--- config.mk ---
export PLATFORM = sky130hd
export DESIGN_NAME = axis_packet_arbiter
export DESIGN_NICKNAME = d
export VERILOG_FILES = /design/src/rtl/axis_arb_pkg.sv /design/src/rtl/axis_packet_arbiter_rr_priority_select.sv /design/src/rtl/axis_packet_arbiter.sv
export SDC_FILE = /design/constraint.sdc
export NUM_CORES = 1
export LEC_CHECK = 0
export CAP_MARGIN = 25
export CORE_AREA = 5 5 376 378
export CTS_BUF_LIST = sky130_fd_sc_hd__clkbuf_4 sky130_fd_sc_hd__clkbuf_8
export CTS_CLUSTER_DIAMETER = 30
export DETAILED_ROUTE_END_ITERATION = 12
export DIE_AREA = 0 0 381 383
export SYNTH_ARGS = -nofsm -noshare
export SYNTH_HDL_FRONTEND = slang
export SYNTH_SLANG_ARGS = --single-unit
export TNS_END_PERCENT = 1
--- constraint.sdc ---
create_clock -name clk_i -period 3.5 [get_ports clk_i]
set_input_delay 0.35 -clock clk_i [delete_from_list [all_inputs] [get_ports clk_i]]
set_output_delay 0.35 -clock clk_i [all_outputs]
set_load 0.005 [all_outputs]
--- src/rtl/axis_arb_pkg.sv ---
// Shared types and helpers for the packet arbiters (state encoding, id width).
package axis_arb_pkg;

   function automatic int CH_ID_W(input int n);
      return (n > 1) ? $clog2(n) : 1;
   endfunction

   typedef enum logic {
      IDLE   = 1'b0,
      LOCKED = 1'b1
   } arb_state_t;

endpackage

--- src/rtl/axis_packet_arbiter_rr_priority_select.sv ---
// Combinational round-robin picker: first asserted request at or after ptr_i,
// wrapping modulo N. Shared by the packet, DMA and trigger arbiters.
module rr_priority_select
   import axis_arb_pkg::*;
#(
   parameter int N  = 4,
   parameter int IW = CH_ID_W(N)
) (
   input  logic [N-1:0]  req_i,
   input  logic [IW-1:0] ptr_i,
   output logic          found_o,
   output logic [IW-1:0] index_o
);

   logic [IW:0]   sum;
   logic [IW-1:0] idx;

   // Walk from the farthest offset down so the nearest request wins last.
   always_comb begin
      found_o = 1'b0;
      index_o = '0;
      sum     = '0;
      idx     = '0;
      for (int k = N - 1; k >= 0; k--) begin
         sum = {1'b0, ptr_i} + (IW + 1)'(k);
         if (sum >= (IW + 1)'(N)) begin
            sum = sum - (IW + 1)'(N);
         end
         idx = sum[IW-1:0];
         if (req_i[idx]) begin
            found_o = 1'b1;
            index_o = idx;
         end
      end
   end

endmodule

--- src/rtl/axis_packet_arbiter.sv ---
// Packet-level round-robin arbiter: one registered AXI-stream output shared by
// N_CH requesters, grant held from first beat to last, beats tagged with source.
module axis_packet_arbiter
   import axis_arb_pkg::*;
#(
   parameter int N_CH   = 4,
   parameter int DWIDTH = 192,
   localparam int IW    = CH_ID_W(N_CH)
) (
   input  logic                         clk_i,
   input  logic                         rst_ni,
   input  logic [N_CH-1:0][DWIDTH-1:0]  sData_i,
   input  logic [N_CH-1:0]              sValid_i,
   input  logic [N_CH-1:0]              sLast_i,
   output logic [N_CH-1:0]              sReady_o,
   output logic [DWIDTH-1:0]            mData_o,
   output logic                         mValid_o,
   output logic                         mLast_o,
   input  logic                         mReady_i,
   input  logic [N_CH-1:0]              channelEnable_i,
   output logic [IW-1:0]                channelId_o,
   output logic                         busy_o
);

   arb_state_t        state_q, state_d;
   logic [IW-1:0]     grant_q, grant_d;
   logic [IW-1:0]     lastGrant_q, lastGrant_d;
   logic [IW-1:0]     ptr;
   logic [N_CH-1:0]   req;
   logic              found;
   logic [IW-1:0]     foundIdx;
   logic              stageReady;
   logic              selValid;
   logic              selLast;
   logic [DWIDTH-1:0] selData;
   logic              accept;

   logic [DWIDTH-1:0] mData_q;
   logic              mValid_q;
   logic              mLast_q;
   logic [IW-1:0]     channelId_q;

   assign req        = sValid_i & channelEnable_i;
   assign stageReady = !mValid_q || mReady_i;
   assign selValid   = sValid_i[grant_q];
   assign selLast    = sLast_i[grant_q];
   assign selData    = sData_i[grant_q];
   assign accept     = (state_q == LOCKED) && stageReady && selValid;

   always_comb begin
      if (lastGrant_q == IW'(N_CH - 1)) begin
         ptr = '0;
      end else begin
         ptr = lastGrant_q + 1'b1;
      end
   end

   rr_priority_select #(
      .N  (N_CH),
      .IW (IW)
   ) u_select (
      .req_i   (req),
      .ptr_i   (ptr),
      .found_o (found),
      .index_o (foundIdx)
   );

   // Ready depends only on registered state and mReady_i, never on any valid.
   always_comb begin
      sReady_o = '0;
      if (state_q == LOCKED) begin
         sReady_o[grant_q] = stageReady;
      end
   end

   always_comb begin
      state_d     = state_q;
      grant_d     = grant_q;
      lastGrant_d = lastGrant_q;
      unique case (state_q)
         IDLE: begin
            if (found) begin
               grant_d = foundIdx;
               state_d = LOCKED;
            end
         end
         LOCKED: begin
            if (accept && selLast) begin
               lastGrant_d = grant_q;
               state_d     = IDLE;
            end
         end
         default: state_d = IDLE;
      endcase
   end

   always_ff @(posedge clk_i or negedge rst_ni) begin
      if (!rst_ni) begin
         state_q     <= IDLE;
         grant_q     <= '0;
         lastGrant_q <= IW'(N_CH - 1);
      end else begin
         state_q     <= state_d;
         grant_q     <= grant_d;
         lastGrant_q <= lastGrant_d;
      end
   end

   // Output stage advances only when it is empty or being drained.
   always_ff @(posedge clk_i or negedge rst_ni) begin
      if (!rst_ni) begin
         mValid_q    <= 1'b0;
         mLast_q     <= 1'b0;
         mData_q     <= '0;
         channelId_q <= '0;
      end else if (stageReady) begin
         mValid_q <= accept;
         if (accept) begin
            mData_q     <= selData;
            mLast_q     <= selLast;
            channelId_q <= grant_q;
         end
      end
   end

   assign mData_o     = mData_q;
   assign mValid_o    = mValid_q;
   assign mLast_o     = mLast_q;
   assign channelId_o = channelId_q;
   assign busy_o      = (state_q == LOCKED);

endmodule

==> out/metrics.cfg, run 1 <==
[yosys]
ys.flop_type=dfrtp_1
syn_avg_cell_area_um2=17.5
postSynthCellCount=697
synth_seq_cells=201
synth_cell_types=33
syn_nets=1481
synth_edf_count=0
async_flop_share_pct=100
ys_warn_count=0
syn_area_um2=12200
yosysSeqAreaShare_pct=41.2

[power]
clkPwrFrac_pct=21.6
ir_drop_uv=427
power.density_nw_per_um2=754
sequentialPowerShare_pct=23.4
leakagePower_nw=9.27
combPwrFrac_pct=55.0
internal-power_w=0.0126
power.switching_w=0.00698
p_sw_share_pct=35.6

[setup_path]
cp-start-kind=flop
r2r_setup_slack_ns=0.80
crit-reg2reg-launch=grant_q[1]$_DFFE_PN0P_
critPathTopFamily=buffers and inverters
r2r_end=mData_o[97]$_DFFE_PN0P_
cp_slowest_cell=dfrtp_4
crit_fanout=67
crit_type=flop to primary output
cp.arrival_ns=2.46
cp_num_buf_inv=2
crit_chain=buf_12 -> and4_1 -> clkdlybuf4s50_1
ff2ff_path_depth=5
crit_required_ns=3.15
endpoint_kind=primary output
critPathMaxStageDelay_ns=0.54

[clock_network]
cts_buffers=71
tritoncts=done
cts_resized=0
clock_path_buffers=3
clock-root-buffer=clkbuf_8
cts.sinks=201
insertion_delay_ns=0.73
path_clk_slew_ns=0.04
h-tree-depth=3

[route]
drtIter0Drc=910
vias=12900
finalWirelength_mm=127
viasPerCell=3.59
ant_nets=0
drtPass1Iterations=4
drc=0
route.detailed.wl_per_inst_um=35.4

[final_layout]
most-common-layout-cells=982 x clkdlybuf4s50_1, 197 x dfrtp_1, 194 x mux4_2
nets=2504
syn_to_final_growth_pct=113
drive_gt1_share_pct=27.4
fillers=14900
layout_commonest_cell=clkdlybuf4s50_1

[timing]
finalClockSkew_ns=0.0415
final.setup.tns_ns=0
holdWs_ns=0.214
hold_viol_final=0
rsz0062_at_grt=no
slew_headroom_pct=40.4
final.min_clock_period_ns=2.81
fin_crit_sh_pct=80.3
setup_viol=0
slew_viol_final=0
fmax_ghz=0.356
tightestPinTransition_ns=0.894

[global_routing]
grt_max_degree=109
grt_pass1_wl_mm=157
grt_util_met2_pct=27.3
use_met1_pct=21.5
grt_use_total_pct=16.8
use_met3_pct=6.44
antenna_found_initial=159
grt_pass1_vias=13400
gr-total-overflow=0
busiest_layer=met2

[hold_path]
worst_hold_path_type=input port to async pin

[floorplan]
num_rows=136
start_util_pct=8.91
dieArea_um2=146000
coreArea_um2=137000
pin_count=984
die_y_um=383
chipWidth_um=381

[placed_design]
dp_hpwl_mm=113
place_congestion=0.980
portBuffers=983

[flow_run]
maxCapViolations=0

[status]
status=finished, final reports clean

-- how the worst max path moves through the flow --
stage / end / from / depth (start not counted)
finish: sReady_o[3] / grant_q[0]$_DFFE_PN0P_ / 3
CTS: sReady_o[3] / grant_q[0]$_DFFE_PN0P_ / 3
global route: sReady_o[3] / grant_q[0]$_DFFE_PN0P_ / 3
floorplan: mData_o[117]$_DFFE_PN0P_ / grant_q[0]$_DFFE_PN0P_ / 4
global placement: mData_o[101]$_DFFE_PN0P_ / sValid_i[1] / 6
detailed placement: mData_o[114]$_DFFE_PN0P_ / sValid_i[1] / 6
-- power groups by stage --
stage,clock (W),combinational (W),sequential [W]
detailed placement,0,0.0110,0.00460
floorplan,0,0.00522,0.00428
global placement,0,0.0109,0.00459
finish,0.00423,0.0108,0.00459
CTS,0.00440,0.0110,0.00459
global route,0.00453,0.0115,0.00472
-- cell families after synthesis --
| family | count (synthesis) | synth area share [%] |
|---|---|---|
| AO/OA/AOI/OAI | 11 | 0.625 |
| flip-flops | 201 | 41.2 |
| adder cells (fa/ha/maj) | 1 | 0.102 |
| AND/OR/NAND/NOR | 29 | 1.32 |
| buffers and inverters | 65 | 2.93 |
| multiplexers | 390 | 53.8 |
-- stage by stage --
step / setup slack [ns] / power [W] / utilization, % / instances / cell area [µm²]
5_1_grt: 0.452 / 0.0207 / 18.9 / 3575 / 25900
4_1_cts: 0.508 / 0.0200 / 18.9 / 3567 / 25900
6_report: 0.689 / 0.0196 / 19.0 / 3595 / 26000
3_3_place_gp: 0.601 / 0.0155 / 17.7 / 3440 / 24300
3_5_place_dp: 0.553 / 0.0156 / 17.7 / 3440 / 24300
2_1_floorplan: 1.60 / 0.00950 / - / 697 / 12200
-- state kept, by name, indices dropped and copies added, names as in the netlist --
register	count
mData_o	192
grant_q	2
busy_o	1
mLast_o	1
mValid_o	1
channelId_o	2
lastGrant_q	2
-- layout make-up --
type / count / area [µm²] / area share, %
Tap cell: 1794 / 2240 / 8.63
Antenna cell: 28 / 70.1 / 0.269
Sequential cell: 201 / 5040 / 19.4
Clock inverter: 15 / 171 / 0.659
Timing Repair Buffer: 1015 / 10200 / 39.3
Clock buffer: 111 / 1420 / 5.44
Multi-Input combinational cell: 431 / 6830 / 26.3
-- timing repair --
| action | in CTS | in global routing |
|---|---|---|
| hold endpoints to repair | 58 | 0 |
| hold buffers | 1 | 0 |
| setup buffers | 0 | 0 |
-- worst register-to-register path, cell delays in order, from the launching register on --
cell and delay (ns):
dfrtp_4 0.69, mux4_2 0.62, nand3_4 0.30, buf_12 0.30, buf_4 0.33, mux2_2 0.36
-- synth_stat cells, types with 2 or more instances --
cell type / n / area share, %
dfrtp_1: 199 / 41
mux4_2: 194 / 36
mux2_2: 126 / 12
mux2_1: 70 / 6.5
buf_2: 25 / 1.0
buf_4: 16 / 0.98
clkbuf_1: 12 / 0.37
nand2_1: 11 / 0.34
buf_1: 9 / 0.28
o21ai_0: 4 / 0.16
buf_6: 3 / 0.28
nor3b_1: 3 / 0.18
and2_1: 2 / 0.10
and3_1: 2 / 0.10
dfstp_2: 2 / 0.43
nor4_1: 2 / 0.10
-- routing by layer --
metal	up-vias	wire length, µm
met5	-	284
met4	42	2460
met3	267	11900
met2	904	59400
met1	6675	53300
li1	5010	-
No activity file was read; power rests on OpenSTA's default activity.
==> run 2, diff against run 1 <==
Settings changed: CORE_AREA 5 5 376 378 to 5 5 381 383, DIE_AREA 0 0 381 383 to 0 0 386 388.
Clock period 3.5 ns to 2.75 ns, I/O delays scaled along.
==> run 2 against run 1 <==
  * Clock-buffer cell count decreased by 10
  * Register-to-register slack worse by 0.42 ns
  * First-iteration DRC count is 19% lower
  * Critical path type unchanged
  * Highest routed layer unchanged
  * Largest power group unchanged
  * Power increased by 27%
==> out/metrics.cfg, run 2 (synthesis gave the netlist of run 1 again) <==
[status]
status=finished, final reports clean  ; unchanged

[global_routing]
grt_max_degree=85  ; was 109
gr-total-overflow=0  ; unchanged
busiest_layer=met2  ; unchanged
grt_util_met2_pct=27.0  ; was 27.3%
use_met1_pct=20.0  ; was 21.5%
antenna_found_initial=149  ; was 159
grt_use_total_pct=16.2  ; was 16.8%
use_met3_pct=5.90  ; was 6.44%
grt_pass1_vias=13500  ; was 13400
grt_pass1_wl_mm=155  ; was 157 mm

[setup_path]
crit_type=flop to primary output  ; unchanged
endpoint_kind=primary output  ; unchanged
cp.arrival_ns=2.29  ; was 2.46 ns
crit_fanout=5  ; was 67
crit_required_ns=2.48  ; was 3.15 ns
cp-start-kind=flop  ; unchanged
r2r_setup_slack_ns=0.38  ; was 0.80 ns

[timing]
holdWs_ns=0.197  ; was 0.214 ns
rsz0062_at_grt=no  ; unchanged
tightestPinTransition_ns=0.818  ; was 0.894 ns
finalClockSkew_ns=0.0395  ; was 0.0415 ns
slew_viol_final=0  ; unchanged
final.setup.tns_ns=0  ; unchanged
fin_crit_sh_pct=93.4
hold_viol_final=0  ; unchanged
slew_headroom_pct=45.5  ; was 40.4%
final.min_clock_period_ns=2.57
fmax_ghz=0.389
setup_viol=0  ; unchanged

[clock_network]
cts.sinks=201  ; unchanged
h-tree-depth=3  ; unchanged
cts_buffers=69  ; was 71
clock_path_buffers=3  ; unchanged
path_clk_slew_ns=0.05  ; was 0.04 ns
tritoncts=done  ; unchanged
insertion_delay_ns=0.70  ; was 0.73 ns
clock-root-buffer=clkbuf_8  ; unchanged

[power]
leakagePower_nw=9.37  ; was 9.27 nW
internal-power_w=0.0162  ; was 0.0126 W
power.density_nw_per_um2=951  ; was 754 nW/µm²
sequentialPowerShare_pct=22.7  ; was 23.4%
p_sw_share_pct=34.9  ; was 35.6%
power.switching_w=0.00871  ; was 0.00698 W
clkPwrFrac_pct=20.5  ; was 21.6%
combPwrFrac_pct=56.8  ; was 55.0%
ir_drop_uv=649  ; was 427 µV

[floorplan]
chipWidth_um=386  ; was 381 µm
die_y_um=388  ; was 383 µm
dieArea_um2=150000  ; was 146000 µm²
coreArea_um2=141000  ; was 137000 µm²
start_util_pct=8.66  ; was 8.91%
pin_count=984  ; unchanged
num_rows=138  ; was 136

[route]
vias=12900  ; unchanged
ant_nets=0  ; unchanged
drtPass1Iterations=5  ; was 4
route.detailed.wl_per_inst_um=34.1  ; was 35.4 µm
viasPerCell=3.50  ; was 3.59
drtIter0Drc=740  ; was 910
finalWirelength_mm=126  ; was 127 mm
drc=0  ; unchanged

[final_layout]
nets=2518  ; was 2504
largest_register_ff_count=192  ; unchanged
fillers=15400  ; was 14900
layout_commonest_cell=clkdlybuf4s50_1  ; unchanged
syn_to_final_growth_pct=115  ; was 113%
drive_gt1_share_pct=27.9  ; was 27.4%
most-common-layout-cells=982 x clkdlybuf4s50_1, 197 x dfrtp_1, 194 x mux4_2  ; unchanged
final_design_area_no_fill_um2=26200  ; was 26000 µm²

[hold_path]
worst_hold_path_type=input port to async pin  ; unchanged

[placed_design]
dp_hpwl_mm=111  ; was 113 mm
place_area_um2=24600  ; was 24300 µm²
place_congestion=0.991  ; was 0.980
portBuffers=983  ; unchanged

[flow_run]
maxCapViolations=0  ; unchanged

[run 2: critical path, cell delays in order (launching register included)]
cell and delay, ns:
dfrtp_1 0.38, nand2b_2 0.26, nand2_1 0.15, nor3b_1 0.25, clkdlybuf4s50_1 0.56
[run 2: path summary, 6_finish.rpt]
path / from / endpoint / cells past startpoint
setup / recovery: mValid_o$_DFFE_PN0N_ / sReady_o[2] / 4
hold / removal: rst_ni / mData_o[183]$_DFFE_PN0P_ / 2
max in group asynchronous: rst_ni / mData_o[78]$_DFFE_PN0P_ / 3
min in group clk_i: sData_i[388] / mData_o[4]$_DFFE_PN0P_ / 3
hold reg to reg: mData_o[45]$_DFFE_PN0P_ / mData_o[45]$_DFFE_PN0P_ / 1
setup reg to reg: grant_q[1]$_DFFE_PN0P_ / mData_o[57]$_DFFE_PN0P_ / 6
[run 2: layer usage]
metal / vias up / part of all wire (%)
li1: 5006 / -
met1: 6674 / 40
met2: 927 / 48
met3: 263 / 9.6
met4: 28 / 2.4
met5: - / 0.16
[run 2: cell type report]
type                       instances  area [µm²]  area share (%)
sequential                       201        5040            19.2
timing repair buffer            1031       10500            39.9
antenna                           15        37.5           0.143
clock inverter                    21         208           0.792
multi-input combinational        431        6840            26.1
clock buffer                     101        1270            4.85
tap                             1890        2360            9.02
[run 2: timing repair]
item                                    4_1_cts  5_1_grt
buffers inserted                              2        0
endpoints found under the hold margin        65        0
hold buffers                                  1        0
endpoints found under the setup margin        4        0
gates resized for setup                       2        0
[run 2: power by group through the flow]
| stage | logic [W] | clock network, W | registers, W |
|---|---|---|---|
| finish | 0.0142 | 0.00512 | 0.00566 |
| global route | 0.0151 | 0.00547 | 0.00583 |
| CTS | 0.0145 | 0.00533 | 0.00567 |
| detailed placement | 0.0141 | 0 | 0.00575 |
| global placement | 0.0140 | 0 | 0.00576 |
| floorplan | 0.00665 | 0 | 0.00545 |
[run 2: through the flow]
| step | cells | worst slack, ns | power [W] | utilization, % |
|---|---|---|---|---|
| finish | 3690 | 0.181 | 0.0249 | 18.6 |
| global placement | 3548 | 0.322 | 0.0198 | 17.4 |
| global route | 3679 | 0.0685 | 0.0264 | 18.6 |
| floorplan | 697 | 0.845 | 0.0121 | - |
| CTS | 3675 | 0.0746 | 0.0255 | 18.6 |
| detailed placement | 3548 | 0.314 | 0.0198 | 17.4 |
==> run 3, diff against run 2 <==
Settings changed: SKIP_CTS_REPAIR_TIMING set to 1.
Clock period 2.75 ns to 2.77 ns, I/O delays scaled along.
==> run 3 against run 2 <==
  * Routed wire length shrank 1.0%
  * Clock-buffer cell count shrank 5
  * Largest cell class unchanged
  * Design area grew 0.31%
  * Critical path depth shrank 1
  * Non-clock buffer count shrank 4
  * Register-to-register slack gained 0.22 ns
  * Clock power grew 8.6%
  * Power grew 0.20%
==> out/metrics.cfg, run 3 (synthesis gave the netlist of run 1 again) <==
[setup_path]
cp_num_buf_inv=2  ; was 1
r2r_setup_slack_ns=0.60  ; was 0.38 ns
path_depth=3  ; was 4
crit_required_ns=2.49  ; was 2.48 ns
cp-start-kind=flop  ; unchanged
crit_fanout=77  ; was 5
cp_slowest_cell=clkdlybuf4s50_1  ; unchanged
crit_chain=buf_12 -> and4_1 -> clkdlybuf4s50_1  ; was nand2b_2 -> nand2_1 -> nor3b_1 -> clkdlybuf4s50_1
crit-reg2reg-launch=grant_q[1]$_DFFE_PN0P_  ; unchanged
r2r_end=mData_o[13]$_DFFE_PN0P_  ; was mData_o[57]$_DFFE_PN0P_
crit_type=flop to primary output  ; unchanged
crit_start=grant_q[1]$_DFFE_PN0P_  ; was mValid_o$_DFFE_PN0N_
cp.arrival_ns=2.24  ; was 2.29 ns
critPathMaxStageDelay_ns=0.50  ; was 0.56 ns
ff2ff_path_depth=5  ; was 6
crit_end=sReady_o[3]  ; was sReady_o[2]
endpoint_kind=primary output  ; unchanged
critPathTopFamily=buffers and inverters  ; was simple AND/OR/NAND/NOR gates

[timing]
final.min_clock_period_ns=2.52
fin_crit_sh_pct=91.0
holdWs_ns=0.241  ; was 0.197 ns
setup_ws_ns=0.249  ; was 0.181 ns
hold_viol_final=0  ; unchanged
fmax_ghz=0.397
slew_viol_final=0  ; unchanged
finalClockSkew_ns=0.0431  ; was 0.0395 ns
slew_headroom_pct=48.9  ; was 45.5%
setup_viol=0  ; unchanged
tightestPinTransition_ns=0.767  ; was 0.818 ns
rsz0062_at_grt=no  ; unchanged

[clock_network]
path_clk_slew_ns=0.04  ; was 0.05 ns
clock_path_buffers=3  ; unchanged
cts.sinks=201  ; unchanged
clock-root-buffer=clkbuf_8  ; unchanged
cts_buffers=68  ; was 69
h-tree-depth=3  ; unchanged
insertion_delay_ns=0.68  ; was 0.70 ns
tritoncts=done  ; unchanged

[placed_design]
dp_hpwl_mm=112  ; was 111 mm
place_congestion=0.943  ; was 0.991
place_inst=3548  ; unchanged
portBuffers=983  ; unchanged
place_area_um2=24600  ; about the same
post-place-ws_ns=0.326  ; was 0.314 ns

[route]
drc=0  ; unchanged
drtIter0Drc=814  ; was 740
drtPass1Iterations=5  ; unchanged
viasPerCell=3.44  ; was 3.50
finalWirelength_mm=124  ; was 126 mm
route.detailed.wl_per_inst_um=33.7  ; was 34.1 µm
vias=12700  ; was 12900
ant_nets=0  ; unchanged

[power]
ir_drop_uv=493  ; was 649 µV
leakagePower_nw=9.37  ; about the same
total_power_w=0.0250  ; was 0.0249 W
power.density_nw_per_um2=950  ; was 951 nW/µm²

[floorplan]
start_util_pct=8.66  ; unchanged
chipWidth_um=386  ; unchanged
dieArea_um2=150000  ; unchanged
pin_count=984  ; unchanged
die_y_um=388  ; unchanged
coreArea_um2=141000  ; unchanged
num_rows=138  ; unchanged

[flow_run]
maxCapViolations=0  ; unchanged

[final_layout]
instances_no_fill=3694  ; was 3690
syn_to_final_growth_pct=115  ; about the same
fillers=15400  ; about the same
final_design_area_no_fill_um2=26300  ; was 26200 µm²
multi_input_area_um2=6840  ; unchanged
layout_commonest_cell=clkdlybuf4s50_1  ; unchanged
ff_latch_area_um2=5040  ; unchanged
most-common-layout-cells=982 x clkdlybuf4s50_1, 197 x dfrtp_1, 194 x mux4_2  ; unchanged
nets=2513  ; was 2518
largest_register_ff_count=192  ; unchanged
drive_gt1_share_pct=27.7  ; was 27.9%

[status]
status=finished, final reports clean  ; unchanged

[global_routing]
antenna_found_initial=140  ; was 149
gr-total-overflow=0  ; unchanged
grt_pass1_wl_mm=153  ; was 155 mm
grt_pass1_vias=13300  ; was 13500
grt_use_total_pct=16.0  ; was 16.2%
grt_max_degree=85  ; unchanged

[hold_path]
worst_hold_path_type=input port to async pin  ; unchanged

## run 3: final cells by class
class / instances / area share (%)
tap: 1890 / 8.99
sequential: 201 / 19.2
clock buffer: 96 / 4.86
antenna: 23 / 0.219
clock inverter: 26 / 1.28
multi-input combinational: 431 / 26.0
timing repair buffer: 1027 / 39.5
## run 3: metrics by stage
step | util (%) | TNS, ns
after detailed placement | 17.5 | 0
final | 18.6 | 0
after global routing | 18.6 | 0
after global placement | 17.5 | 0
after CTS | 18.6 | -0.0704
after floorplan | - | 0
## run 3: worst min-delay path by stage
stage | cells after the start | slack [ns] | endpoint
detailed placement | 1 | 0.36 | mData_o[160]$_DFFE_PN0P_
floorplan | 0 | -0.02 | busy_o$_DFF_PN0_
CTS | 1 | -0.46 | mData_o[160]$_DFFE_PN0P_
global route | 2 | 0.20 | mData_o[160]$_DFFE_PN0P_
finish | 2 | 0.24 | mData_o[161]$_DFFE_PN0P_
global placement | 1 | 0.35 | mData_o[160]$_DFFE_PN0P_
## run 3: routing by layer
metal | wire [µm] | vias to the layer above | share of wire (%) | GRT usage [%]
met3 | 10400 | 255 | 8.3 | 4.86
met4 | 2840 | 14 | 2.3 | 3.58
met5 | 93 | - | 0.075 | 0
met1 | 51600 | 6556 | 41 | 20.3
met2 | 59600 | 872 | 48 | 26.7
li1 | - | 5020 | - | -
## run 3: report_power, final
group / switching [W] / internal, W / total, W
combinational: 0.00562 / 0.00822 / 0.0138
sequential: 0.00104 / 0.00456 / 0.00559
clock: 0.00193 / 0.00363 / 0.00556
total: 0.00859 / 0.0164 / 0.0250
